## config.mk

```make
export PLATFORM = sky130hd
export DESIGN_NAME = loadrc
export DESIGN_NICKNAME = d
export VERILOG_FILES = /design/src/rtl/loadrc.sv
export SDC_FILE = /design/constraint.sdc
export NUM_CORES = 1
export LEC_CHECK = 0
export CAP_MARGIN = 40
export CORE_UTILIZATION = 30
export CTS_CLUSTER_DIAMETER = 50
export CTS_CLUSTER_SIZE = 16
export DETAILED_ROUTE_END_ITERATION = 7
export DONT_BUFFER_PORTS = 1
export PLACE_DENSITY = 0.49
export SKIP_CTS_REPAIR_TIMING = 1
export SLEW_MARGIN = 5
export SYNTH_ARGS = -nofsm -noshare
export SYNTH_HDL_FRONTEND = slang
export SYNTH_SLANG_ARGS = --single-unit
```

## constraint.sdc

```tcl
create_clock -name clk -period 2.15 [get_ports clk]
set_input_delay 0.1075 -clock clk [delete_from_list [all_inputs] [get_ports clk]]
set_output_delay 0.1075 -clock clk [all_outputs]
set_load 0.005 [all_outputs]
```

## src/rtl/loadrc.sv

```systemverilog
// Run-time Toeplitz seed loader: assembles BS-bit stream words into the
// first row (rrow0, LSB word first) followed by the first column (col0).
module loadrc #(
  parameter int BS = 64,
  parameter int N  = 256,
  parameter int L  = 128
) (
  input  logic          clk,
  input  logic          reset_n,
  input  logic          start,
  input  logic [BS-1:0] in_data,
  input  logic          in_valid,
  output logic          in_ready,
  output logic [N-1:0]  rrow0,
  output logic [L-1:0]  col0,
  output logic          seed_valid,
  output logic          busy,
  output logic          overflow
);

  localparam int NW = N / BS;
  localparam int LW = L / BS;
  localparam int CW = $clog2(NW + LW + 1);
  localparam logic [CW-1:0] ROW_LAST = CW'(NW - 1);
  localparam logic [CW-1:0] COL_LAST = CW'(NW + LW - 1);

  typedef enum logic [1:0] {IDLE, LOAD_ROW, LOAD_COL, DONE} state_t;

  state_t          state_reg, state_next;
  logic [CW-1:0]   cnt_reg, cnt_next;
  logic            seed_valid_reg, seed_valid_next;
  logic            overflow_reg, overflow_next;
  logic [N-1:0]    rrow0_reg;
  logic [L-1:0]    col0_reg;
  logic            loading;
  logic            accept;
  logic [NW-1:0]   row_we;
  logic [LW-1:0]   col_we;

  assign loading = (state_reg == LOAD_ROW) || (state_reg == LOAD_COL);
  // start wins over a coincident handshake, so the restart begins cleanly at word 0
  assign accept  = in_valid && loading && !start;

  // The word counter runs across both segments; each slot decodes its own index.
  genvar gi;
  generate
    for (gi = 0; gi < NW; gi++) begin : g_row_we
      localparam logic [CW-1:0] IDX = CW'(gi);
      assign row_we[gi] = accept && (state_reg == LOAD_ROW) && (cnt_reg == IDX);
    end
    for (gi = 0; gi < LW; gi++) begin : g_col_we
      localparam logic [CW-1:0] IDX = CW'(NW + gi);
      assign col_we[gi] = accept && (state_reg == LOAD_COL) && (cnt_reg == IDX);
    end
  endgenerate

  always_ff @(posedge clk or negedge reset_n) begin
    if (!reset_n) begin
      state_reg      <= IDLE;
      cnt_reg        <= '0;
      seed_valid_reg <= 1'b0;
      overflow_reg   <= 1'b0;
    end else begin
      state_reg      <= state_next;
      cnt_reg        <= cnt_next;
      seed_valid_reg <= seed_valid_next;
      overflow_reg   <= overflow_next;
    end
  end

  always_comb begin
    state_next      = state_reg;
    cnt_next        = cnt_reg;
    seed_valid_next = seed_valid_reg;
    overflow_next   = overflow_reg;
    if (start) begin
      state_next      = LOAD_ROW;
      cnt_next        = '0;
      seed_valid_next = 1'b0;
      overflow_next   = 1'b0;
    end else begin
      case (state_reg)
        LOAD_ROW: begin
          if (in_valid) begin
            cnt_next = cnt_reg + CW'(1);
            if (cnt_reg == ROW_LAST) state_next = LOAD_COL;
          end
        end
        LOAD_COL: begin
          if (in_valid) begin
            cnt_next = cnt_reg + CW'(1);
            if (cnt_reg == COL_LAST) begin
              state_next      = DONE;
              seed_valid_next = 1'b1;
            end
          end
        end
        default: begin
          if (in_valid) overflow_next = 1'b1;
        end
      endcase
    end
  end

  // Unwritten words keep old contents; seed_valid is the only qualifier.
  always_ff @(posedge clk or negedge reset_n) begin
    if (!reset_n) begin
      rrow0_reg <= '0;
      col0_reg  <= '0;
    end else begin
      for (int i = 0; i < NW; i++)
        if (row_we[i]) rrow0_reg[i*BS +: BS] <= in_data;
      for (int i = 0; i < LW; i++)
        if (col_we[i]) col0_reg[i*BS +: BS] <= in_data;
    end
  end

  assign in_ready   = loading;
  assign busy       = loading;
  assign rrow0      = rrow0_reg;
  assign col0       = col0_reg;
  assign seed_valid = seed_valid_reg;
  assign overflow   = overflow_reg;

endmodule

```

==> flow_summary.toml <==
[clock_network]
cts.sinks = 391
clock-root-buffer = "clkbuf_16"
cts_buffer_depth = 3
cts_tree = "yes"
path_clk_slew_ns = 0.06
h-tree-depth = 2
cts_buffers = 43
clock_latency_ns = 0.57

[power_and_ir_drop]
powerDensity_nw_per_um2 = 1290
vdd_drop_max_mv = 0.581
p_leak_nw = 8.79
total_power_w = 0.0232

[synthesis]
synthArstFlopShare = 1.00
synth.top_cell.area_share = 0.668
synthXorXnorAreaFrac = 0.000598
synth_compound_area_frac = 0.00307
yosys.area_share.simple = 0.00939
synth.avg_cell_area_um2 = 17.1
synthMuxAreaShare = 0.296
yosysUniqueCellTypes = 23
synth_fp_nets = 932
yosysMostFrequentCell = "dfrtp_1"
synth_top_family_by_area = "multiplexers"
ys_top_cells_by_area = "dfrtp_1 67%, mux2_1 29%, buf_2 1.3%"
syn_inst = 856
ys_ff_latch = 391
yosys-top-cells-count = "391 x dfrtp_1, 372 x mux2_1, 39 x buf_2"
yosysTopAreaCell = "dfrtp_1"
synth-seq-area-share = 0.668
synth_area_um2 = 14700
synth_edf_count = 0
synthAdderAreaFrac = 0.00683
synth_flop_cell = "dfrtp_1"
ys_warn_count = 0

[place]
placed_cells_incl_taps = 1451
gp_congestion = 0.717
dp_hpwl_um = 24400
numPortBuffers = 0

[sta]
slew_violations = 0
whs_ns = -0.769
worst_pin_slew_ns = 0.703
setup_viol = 0
setup-tns-final_ns = 0
period_share = 0.957
hold_viol = 391
slew_headroom = 0.532
max_freq_ghz = 0.486
skew_ns = 0.0247
min_period_ns = 2.06
rsz0062_at_grt = "false"

[die]
coreArea_um2 = 47900
die_y_um = 223
ios = 456
fp.dieW_um = 223
initial_core_util = 0.306
rows = 80
dieArea_um2 = 49700

[routing]
finalWirelength_um = 38400
via_per_inst = 4.77
num_vias = 7649
drt_iter0_markers = 361
wl_per_cell_um = 24.0
ant_nets = 0
drc = 0
firstDrtPassIters = 4

[outcome]
outcome = "finished with violations"
violations = "hold timing"

[flow_run]
cap_violations = 0

[worst_setup_path]
crit_path_end_kind = "flip-flop"
critPathSlowestCell = "dfrtp_1"
crit_required_ns = 2.59
max_stage_delay_ns = 0.37
startpoint_type = "flip-flop"
critPathArrivalTime_ns = 2.50
crit_path_max_fanout = 15
r2r_cells = 9
worst_path_most_repeated_cell = "buf_12"
critPathKind = "reg -> reg"
worstPathCellList = "inv_1 > ha_1 > buf_4 > nor2b_4 > buf_6 > nand4_4 > buf_12 > buf_12 > mux2_1"

[layout]
postLayoutCoreUtil = 0.373
drive_gt1_frac = 0.126
fin_cells = 1603
area_delta_synth_final_pct = 22.1
largest_reg_flops = 256
final_nets = 1030

[global_route]
grt_pass1_wl_um = 54600
grt_util_all_layers = 0.146
grt_start_max_net_pins = 392
antenna_found_initial = 1
grt_overflow = 0
grt_pass1_vias = 7859

[hold_path]
hold_path.class = "in -> async"
[through the flow]
stage	setup WS [ns]	instance area, um2
final	0.0922	17900
after global routing	0.0121	17900
after CTS	0.0316	17100
after detailed placement	0.0648	15600
after global placement	0.0898	15600
after floorplan	0.140	14700
[cells by family (layout without fill, tap and decap cells)]
kind of cell    after synthesis  in the layout
flops                       391            391
mux                         386            386
buf+inv                      47            177
simple gates                 17             17
fa+ha+maj                     8              8
compound gates                6              6
xor+xnor                      1              1
other cells                   0              2
[per-layer routing]
layer	up-vias	global-route usage	routed length, um
met5	-	0	0
li1	3241	-	-
met4	0	0.0465	949
met2	280	0.237	18400
met3	61	0.0659	3670
met1	4067	0.171	15400
[cells in the final DEF, fill, tap and decap left out, types with 2 or more instances in the layout]
| master | count |
|---|---|
| inv_8 | 3 |
| buf_4 | 6 |
| mux2_1 | 372 |
| clkbuf_16 | 45 |
| inv_1 | 5 |
| diode_2 | 2 |
| nand3_4 | 3 |
| clkbuf_8 | 3 |
| clkinv_8 | 5 |
| dlygate4sd3_1 | 66 |
| nor2_1 | 7 |
| mux2_2 | 12 |
| clkinvlp_4 | 3 |
| a21oi_1 | 2 |
| clkbuf_1 | 2 |
| mux2i_1 | 2 |
| buf_6 | 4 |
| bufinv_16 | 5 |
| dfrtp_1 | 391 |
| clkinv_2 | 4 |
| inv_6 | 4 |
| clkinv_4 | 4 |
| ha_1 | 8 |
| buf_12 | 16 |
[critical path: cells and delay by family (launching register included)]
kind | cells | cell delay (ns)
and+or+nand+nor | 2 | 0.22
adders and majority gates | 1 | 0.30
muxes | 1 | 0.33
buffers and inverters | 5 | 0.69
DFF | 1 | 0.37
[cell type report]
type                       count  area, um2
antenna                        2       5.00
fill                        4500      30100
multi-input combinational    418       4660
clock inverter                29        398
tap                          615        769
sequential                   391       9780
clock buffer                  48       1120
inverter                       6       22.5
timing repair buffer          94       1120
[power breakdown]
part / switching (W) / total [W] / internal, W / leakage [nW]
sequential: 0.00221 / 0.0120 / 0.00979 / 5.13
clock: 0.00326 / 0.00777 / 0.00451 / 0.738
combinational: 0.00144 / 0.00339 / 0.00195 / 2.92
total: 0.00691 / 0.0232 / 0.0163 / 8.79
[final timing paths]
| path | startpoint | to | slack [ns] |
|---|---|---|---|
| worst min register to register | rrow0[168] | rrow0[168] | 0.52 |
| max in group asynchronous | reset_n | rrow0[247] | 2.31 |
| min in group clk | start | col0[73] | 0.19 |
| worst max register to register | state_reg[0] | col0[98] | 0.09 |
| worst min-delay path | reset_n | rrow0[78] | -0.77 |
| worst max-delay path | state_reg[0] | col0[98] | 0.09 |
Power figures use the tool's default switching activity.
